File: src/rtl/pipeline_hazard_ctrl.sv
// Sequencing FSM for the 5-stage LEGv8 pipe: timed init reset, load-use
// bubble, taken-branch flush in MEM, external freeze; with event counters.
//
// Ports:
//   clk, reset          : rising-edge clock, async active-high reset
//   ifid_rn/rm/uses_rm  : source regs of the instruction in IFID
//   idex_memread/rd     : load in IDEX and its destination
//   exmem_branch_taken  : branch resolved taken in MEM
//   ext_halt            : level freeze request
//   pc_write/pc_reset   : PC load enable / clear
//   *_reset / *_stall   : per-stage clear / hold
//   ctrl_bubble         : zero control bits into IDEX
//   state               : INIT=0 RUN=1 HALT=2
//   stall_cnt/flush_cnt : saturating event counters
module pipeline_hazard_ctrl #(
   parameter int REG_W       = 5,
   parameter int INIT_CYCLES = 4,
   parameter int XZR         = 31,
   parameter int CNT_W       = 16
) (
   input  logic             clk,
   input  logic             reset,
   input  logic [REG_W-1:0] ifid_rn,
   input  logic [REG_W-1:0] ifid_rm,
   input  logic             ifid_uses_rm,
   input  logic             idex_memread,
   input  logic [REG_W-1:0] idex_rd,
   input  logic             exmem_branch_taken,
   input  logic             ext_halt,
   output logic             pc_write,
   output logic             pc_reset,
   output logic             ifid_reset,
   output logic             idex_reset,
   output logic             exmem_reset,
   output logic             memwb_reset,
   output logic             ifid_stall,
   output logic             idex_stall,
   output logic             exmem_stall,
   output logic             memwb_stall,
   output logic             ctrl_bubble,
   output logic [1:0]       state,
   output logic [CNT_W-1:0] stall_cnt,
   output logic [CNT_W-1:0] flush_cnt
);

   localparam int INIT_N = (INIT_CYCLES < 1) ? 1 : INIT_CYCLES;
   localparam logic [15:0] INIT_LD = 16'(INIT_N - 1);
   localparam logic [REG_W-1:0] ZR = REG_W'(XZR);

   typedef enum logic [1:0] {
      S_INIT = 2'd0,
      S_RUN  = 2'd1,
      S_HALT = 2'd2,
      S_BAD  = 2'd3
   } state_t;

   state_t           r_state;
   state_t           w_next;
   logic [15:0]      r_icnt;
   logic [CNT_W-1:0] r_scnt;
   logic [CNT_W-1:0] r_fcnt;

   logic w_live;
   logic w_go;
   logic w_hazard;
   logic w_do_flush;
   logic w_do_stall;

   assign w_hazard = idex_memread && (idex_rd != ZR) &&
                     ((idex_rd == ifid_rn) ||
                      (ifid_uses_rm && (idex_rd == ifid_rm)));

   // HALT with ext_halt low behaves as RUN, so pending work is
   // acted on in the very cycle the freeze request drops.
   assign w_live     = (r_state == S_RUN) || (r_state == S_HALT);
   assign w_go       = w_live && !ext_halt;
   assign w_do_flush = w_go && exmem_branch_taken;
   assign w_do_stall = w_go && !exmem_branch_taken && w_hazard;

   always_ff @(posedge clk or posedge reset) begin
      if (reset) begin
         r_state <= S_INIT;
      end else begin
         r_state <= w_next;
      end
   end

   always_comb begin
      w_next = r_state;
      case (r_state)
         S_INIT:  if (r_icnt == 16'd0) w_next = S_RUN;
         S_RUN:   if (ext_halt) w_next = S_HALT;
         S_HALT:  if (!ext_halt) w_next = S_RUN;
         default: w_next = S_INIT;
      endcase
   end

   always_comb begin
      pc_write    = 1'b0;
      pc_reset    = 1'b0;
      ifid_reset  = 1'b0;
      idex_reset  = 1'b0;
      exmem_reset = 1'b0;
      memwb_reset = 1'b0;
      ifid_stall  = 1'b0;
      idex_stall  = 1'b0;
      exmem_stall = 1'b0;
      memwb_stall = 1'b0;
      ctrl_bubble = 1'b0;
      if (!w_live) begin
         pc_reset    = 1'b1;
         ifid_reset  = 1'b1;
         idex_reset  = 1'b1;
         exmem_reset = 1'b1;
         memwb_reset = 1'b1;
         ifid_stall  = 1'b1;
         idex_stall  = 1'b1;
         exmem_stall = 1'b1;
         memwb_stall = 1'b1;
      end else if (ext_halt) begin
         ifid_stall  = 1'b1;
         idex_stall  = 1'b1;
         exmem_stall = 1'b1;
         memwb_stall = 1'b1;
      end else if (exmem_branch_taken) begin
         pc_write    = 1'b1;
         ifid_reset  = 1'b1;
         idex_reset  = 1'b1;
         exmem_reset = 1'b1;
      end else if (w_hazard) begin
         ifid_stall  = 1'b1;
         ctrl_bubble = 1'b1;
      end else begin
         pc_write    = 1'b1;
      end
   end

   // Init countdown; reloaded whenever the FSM is outside INIT so the
   // recovery path from the unused encoding gets a full init period.
   always_ff @(posedge clk or posedge reset) begin
      if (reset) begin
         r_icnt <= INIT_LD;
      end else if (r_state == S_INIT) begin
         if (r_icnt != 16'd0) r_icnt <= r_icnt - 16'd1;
      end else begin
         r_icnt <= INIT_LD;
      end
   end

   always_ff @(posedge clk or posedge reset) begin
      if (reset) begin
         r_scnt <= '0;
         r_fcnt <= '0;
      end else begin
         if (w_do_stall && (r_scnt != '1)) r_scnt <= r_scnt + 1'b1;
         if (w_do_flush && (r_fcnt != '1)) r_fcnt <= r_fcnt + 1'b1;
      end
   end

   assign state     = r_state;
   assign stall_cnt = r_scnt;
   assign flush_cnt = r_fcnt;

endmodule

File: config.mk
export PLATFORM = sky130hd
export DESIGN_NAME = pipeline_hazard_ctrl
export DESIGN_NICKNAME = d
export VERILOG_FILES = /design/src/rtl/pipeline_hazard_ctrl.sv
export SDC_FILE = /design/constraint.sdc
export NUM_CORES = 1
export LEC_CHECK = 0
export CAP_MARGIN = 5
export CORE_AREA = 2 2 82 84
export DETAILED_ROUTE_END_ITERATION = 6
export DIE_AREA = 0 0 84 86
export PLACE_DENSITY = 0.75
export REMOVE_ABC_BUFFERS = 1
export SLEW_MARGIN = 30
export SYNTH_ARGS = -nofsm -noshare
export SYNTH_HDL_FRONTEND = slang
export SYNTH_SLANG_ARGS = --single-unit
File: constraint.sdc
create_clock -name clk -period 1.94 [get_ports clk]
set_clock_uncertainty 0.15 [all_clocks]
set_input_delay 0.388 -clock clk [delete_from_list [all_inputs] [get_ports clk]]
set_output_delay 0.388 -clock clk [all_outputs]
set_load 0.1 [all_outputs]
== Word-level counts from Yosys, hierarchy flattened ==
Cells that the tools add are included.

* Flip-flop bits (word level): 50
* Input bits: 21
* Output and inout port bits: 45
* Logic and storage cells: 57

* Add/subtract/negate cells: 3
* Equality and inequality tests: 11
* Multiplexer cells: 22
* Reduce and logical (&&, ||, !) cells: 17

{| class="wikitable"
|+ Operator list
! kind !! number
|-
| $add A16 B1 Y16 const B || 2
|-
| $mux W16 || 2
|-
| $ne A16 B16 Y1 const B || 2
|-
| $logic_not A16 Y1 || 1
|-
| $mux W1 || 16
|-
| $reduce_bool A16 Y1 || 1
|-
| $sub A16 B1 Y16 const B || 1
|-
| $eq A5 B5 Y1 || 2
|-
| $logic_and A1 B1 Y1 || 9
|-
| $mux W2 || 3
|-
| $ne A2 B2 Y1 const B || 3
|-
| $pmux W2 S3 || 1
|-
| $ne A5 B5 Y1 const B || 1
|-
| $reduce_and A3 Y1 || 1
|-
| $eq A2 B1 Y1 const B || 1
|-
| $eq A2 B2 Y1 const B || 1
|-
| $logic_not A1 Y1 || 2
|-
| $logic_not A2 Y1 || 1
|-
| $logic_or A1 B1 Y1 || 2
|-
| $ne A2 B1 Y1 const B || 1
|}

== Logic depth before layout (Yosys ltp) ==
Gate-level depths: netlist of the first run.

* Depth in word-level cells: 8
* Gate-level depth with buffers: 9
* Mapped depth without buffers: 8

== Least setup slack after synthesis of the first run ==
Ideal clock, no wire load.

* Kind: input to output
* Start point: in exmem_branch_taken
* End point: out idex_reset
* Arrival: 3.216 ns
* Required time: 1.402 ns
* Slack: -1.814 ns
* Cell stages on the path: 3
* Path buffers: 1
* Path through: inv_1 o21ai_0 buf_4

* Cells in the longest elaborated chain, start to end: 3

{| class="wikitable"
|+ RTL lines
! element !! RTL line !! source
|-
| from (decl) || 28 || <nowiki>input logic exmem_branch_taken,</nowiki>
|-
| $mux W1 (3 in series) || -- ||
|-
| to (decl) || 33 || <nowiki>output logic idex_reset,</nowiki>
|}

No other way between the ends.

== Worst setup path in the final report of the first run ==
* Start point: reg r_state[1] (netlist: state[1])
* End point: reg r_scnt[15] (netlist: stall_cnt[15])

* Cells in the longest elaborated chain, start to end: 6
* Elaborated cells between the ends (all ways): 7
* Classes of those cells: 2 x eq/ne; 5 x reduce/logical

{| class="wikitable"
|+ RTL lines
! element !! RTL line !! source
|-
| from (decl) || 57 || <nowiki>state_t r_state;</nowiki>
|-
| from (signal assigned) || 84 || <nowiki>r_state <= w_next;</nowiki>
|-
| $eq A2 B1 Y1 or $eq A2 B2 Y1 (tied branches) || 75 || <nowiki>assign w_live = (r_state == S_RUN) || (r_state == S_HALT);</nowiki>
|-
| $logic_or A1 B1 Y1 (*) || 75 ||
|-
| $logic_and A1 B1 Y1 (*) || 76 || <nowiki>assign w_go = w_live && !ext_halt;</nowiki>
|-
| $logic_and A1 B1 Y1 (*) (2 in series) || 78 || <nowiki>assign w_do_stall = w_go && !exmem_branch_taken && w_hazard;</nowiki>
|-
| $logic_and A1 B1 Y1 (*) || 155 || <nowiki>if (w_do_stall && (r_scnt != '1)) r_scnt <= r_scnt + 1'b1;</nowiki>
|-
| to (signal assigned) || 155 ||
|-
| to (decl) || 60 || <nowiki>logic [CNT_W-1:0] r_scnt;</nowiki>
|}

Mark *: on every way between the ends. The rest lies on a longest branch, timed or not.
A chain may end at the register's enable or synchronous reset.

==> impl_metrics.ini, run 1 <==
[outcome]
status = complete, but fails checks
violations = setup timing

[drt]
drcViolationCount = 0
first_iter_violations = 223
viasPerCell = 5.83
routed_wl_microns = 11700
antenna_left = 0
dr.pass1.iters = 5
detail_route.wl_per_cell_microns = 23.4
vias = 2910

[cells_and_area]
multi_input_area_sq_um = 1840
final_area_sq_um = 5180
fillers = 279
n_antenna_cell = 0
register_area_sq_um = 1250
layout-drive-gt1-share_pct = 58.1
layout.nets = 451
utilization_pct = 82.5
area_growth_pct = 88.3

[grt]
grt_max_degree = 51
grt_usage_pct = 25.7
grt_pass1_wl_microns = 14600
antenna_found_initial = 0
first_global_vias = 2902
grt_overflow = 0

[floorplanning]
die_h_microns = 86
ios = 66
core_area_sq_um = 6280
start_util_pct = 43.8
num_rows = 29
die_area_sq_um = 7220
die_w_microns = 84

[timing]
slew_violations = 0
setup_tns_ns = -15.39
setup_slack_ns = -0.470
setup_viol = 57
tightest_slew_ns = 0.374
fin_crit_sh_pct = 124
rsz0062_at_grt = yes
period_needed_ns = 2.41
slew_headroom_pct = 75.0
max_freq_mhz = 415
hold_viol = 0
holdWs_ns = 0.278

[clocking]
cts_max_level = 2
cts_made_buffers = 5
holdBufCountCts = 0
cts_buffer_depth = 2
clockRootBuffer = clkbuf_8
cts_tree = yes
clock_latency_ns = 0.32
cts_sinks = 50
clk_pin_slew_ns = 0.11

[critical_path]
critPathLaunchType = register
critPathCaptureType = register
crit_fanout = 7
crit_arrival_ns = 2.46
cp.depth = 10
cp_slowest_stage_delay_ns = 0.40
slowest_stage = dfrtp_1
r2r_start = state[1]
path_buf_inv = 3
critPathKind = register to register
rr_endpoint = stall_cnt[15]
cp_top_family = simple AND/OR/NAND/NOR gates
rrSetupSlack_ns = -0.47
worstSetupEndpoint = stall_cnt[15]
cp_cell_sequence = inv_2 > ha_4 > nor2b_4 > o211ai_1 > buf_4 > a41oi_4 > nor3b_4 > buf_6 > nand3_4 > xnor2_2
worst-endpoint-required_ns = 1.99
r2r_cells = 10
crit_path_start = state[1]

[pwr]
pwr-share-comb_pct = 63.9
peakVddDrop_uv = 951
power_density_nw_per_um2 = 1190
p_leak_uw = 0.00243
switching_share_pct = 46.1
pwr-share-seq_pct = 23.5
p_switching_uw = 2840
p_int_uw = 3310
power.clock.fraction_pct = 12.7

[synth]
yosysSeqAreaShare_pct = 45.6
synthCells = 263
yosysWarnings = 0
synth_seq_cells = 50
synth_flop_cell = dfrtp_1
avgSynthCellArea_sq_um = 10.5
syn_area_sq_um = 2750
synth_edf_count = 0
yosysUniqueCellTypes = 48
async_reset_ff_share_pct = 100

[place]
dp_slack_ns = -0.624
hpwlAfterDp_microns = 5310
place_area_sq_um = 4430
globalplace.congestion = 0.776
portBuffers = 65

[hold_path]
hp-class = input pin to async pin

[job]
max-cap-violations = 0
## synthesized netlist by cell type, types with 2 or more instances
cell	n	area (sq um)
a21boi_0	2	15.0
a21boi_1	2	15.0
a21oi_1	2	10.0
and2_1	9	56.3
and3_1	5	31.3
and4_1	3	26.3
buf_4	5	37.5
clkbuf_1	2	7.51
dfrtp_1	48	1200
dfstp_2	2	52.6
ha_1	9	113
inv_1	12	45.0
mux2_1	2	22.5
nand2_1	23	86.3
nand3_1	13	65.1
nand4_1	10	62.6
nor2_1	17	63.8
nor2b_1	5	31.3
nor3_1	4	20.0
nor3_2	2	20.0
nor4_1	2	12.5
nor4_4	2	42.5
o211ai_1	2	15.0
o21ai_0	3	15.0
o21ai_1	2	10.0
or2_1	2	12.5
or3_1	3	18.8
or4_4	2	22.5
xnor2_1	36	315
xor2_1	14	123
## through the flow
step | std cells | power (uW)
5_1_grt | 499 | 6350
4_1_cts | 489 | 5600
2_1_floorplan | 255 | 3190
3_3_place_gp | 467 | 4460
3_5_place_dp | 467 | 4550
6_report | 499 | 6150
## placed cells by master, fill, tap and decap left out, types with 3 or more instances in the layout
master	n
ha_1	7
a21boi_1	3
nand3_1	3
nor2_2	4
clkdlybuf4s50_1	4
clkdlybuf4s15_1	4
clkbuf_2	9
inv_2	4
and3_1	5
nand4_1	10
nor2_1	8
nand3_2	6
buf_12	46
dfrtp_1	48
nor4_4	3
nand3_4	4
or3_1	3
clkbuf_8	5
nor3_4	5
and2_4	3
buf_4	80
o21ai_2	3
nor2_4	5
buf_6	13
nand2_2	8
nor2b_1	3
and2_1	7
xor2_1	12
nand2_1	14
inv_1	5
xnor2_1	24
xnor2_2	12
## layout make-up
cell class / instances / share of cell area [%]
multi-input cells: 193 / 35.6
repair buffers: 159 / 35.1
flip-flops and latches: 50 / 24.2
well taps: 77 / 1.86
clock buffers: 6 / 1.40
inverters: 12 / 1.04
clock inverters: 2 / 0.725
## cells by family after synthesis
kind of cell	after synthesis	share of synthesized area [%]
simple gates	111	24.3
xor+xnor	50	15.9
flops	50	45.6
buf+inv	20	3.46
compound gates	19	5.01
fa+ha+maj	9	4.10
mux	4	1.59
## flip-flops by register name, indices dropped and copies added, names as in the netlist
signal	count
flush_cnt	16
r_icnt	16
stall_cnt	16
state	2
## worst min-delay path, cell delays in order
cell and delay, ns:
clkdlybuf4s50_1 0.41, inv_2 0.07, buf_12 0.26
## power by group through the flow
| stage | registers, uW | logic [uW] | clock network [uW] |
|---|---|---|---|
| floorplan | 1890 | 1300 | 0 |
| global placement | 1420 | 3040 | 0 |
| detailed placement | 1430 | 3120 | 0 |
| CTS | 1410 | 3440 | 753 |
| global route | 1460 | 4080 | 815 |
| finish | 1440 | 3930 | 779 |
## how the worst min path moves through the flow
stage	from	endpoint	slack [ns]	cells after the start
after floorplan	r_icnt[15]	r_icnt[15]	0.35	2
after global placement	flush_cnt[2]	flush_cnt[2]	0.38	1
after detailed placement	r_icnt[9]	r_icnt[9]	0.39	2
after CTS	reset	r_icnt[13]	0.30	3
after global routing	reset	flush_cnt[5]	0.32	3
final	reset	flush_cnt[15]	0.28	3
## layer usage
metal	track usage [%]	wire length [microns]	vias to the layer above
met3	6.35	876	63
met2	48.9	6080	191
met5	0	0	-
met4	6.89	711	0
li1	-	-	1202
met1	28.6	4030	1454
## repair_timing
action	in CTS	in global routing
buffers inserted	14	13
setup endpoints to repair	54	59
resized for setup	71	86
endpoints found under the hold margin	0	0
pin swaps	58	52
(Power assumes the default switching activity.)
==> run 2: changes to the inputs <==
--- a/config.mk
+++ b/config.mk
@@ -7,6 +7,7 @@
 export LEC_CHECK = 0
 export CAP_MARGIN = 5
 export CORE_AREA = 2 2 82 84
+export CTS_CLUSTER_SIZE = 24
 export DETAILED_ROUTE_END_ITERATION = 6
 export DIE_AREA = 0 0 84 86
 export PLACE_DENSITY = 0.75
==> results of run 2 <==
Same layout as run 1: the final DEF is identical, and so are final timing and power.
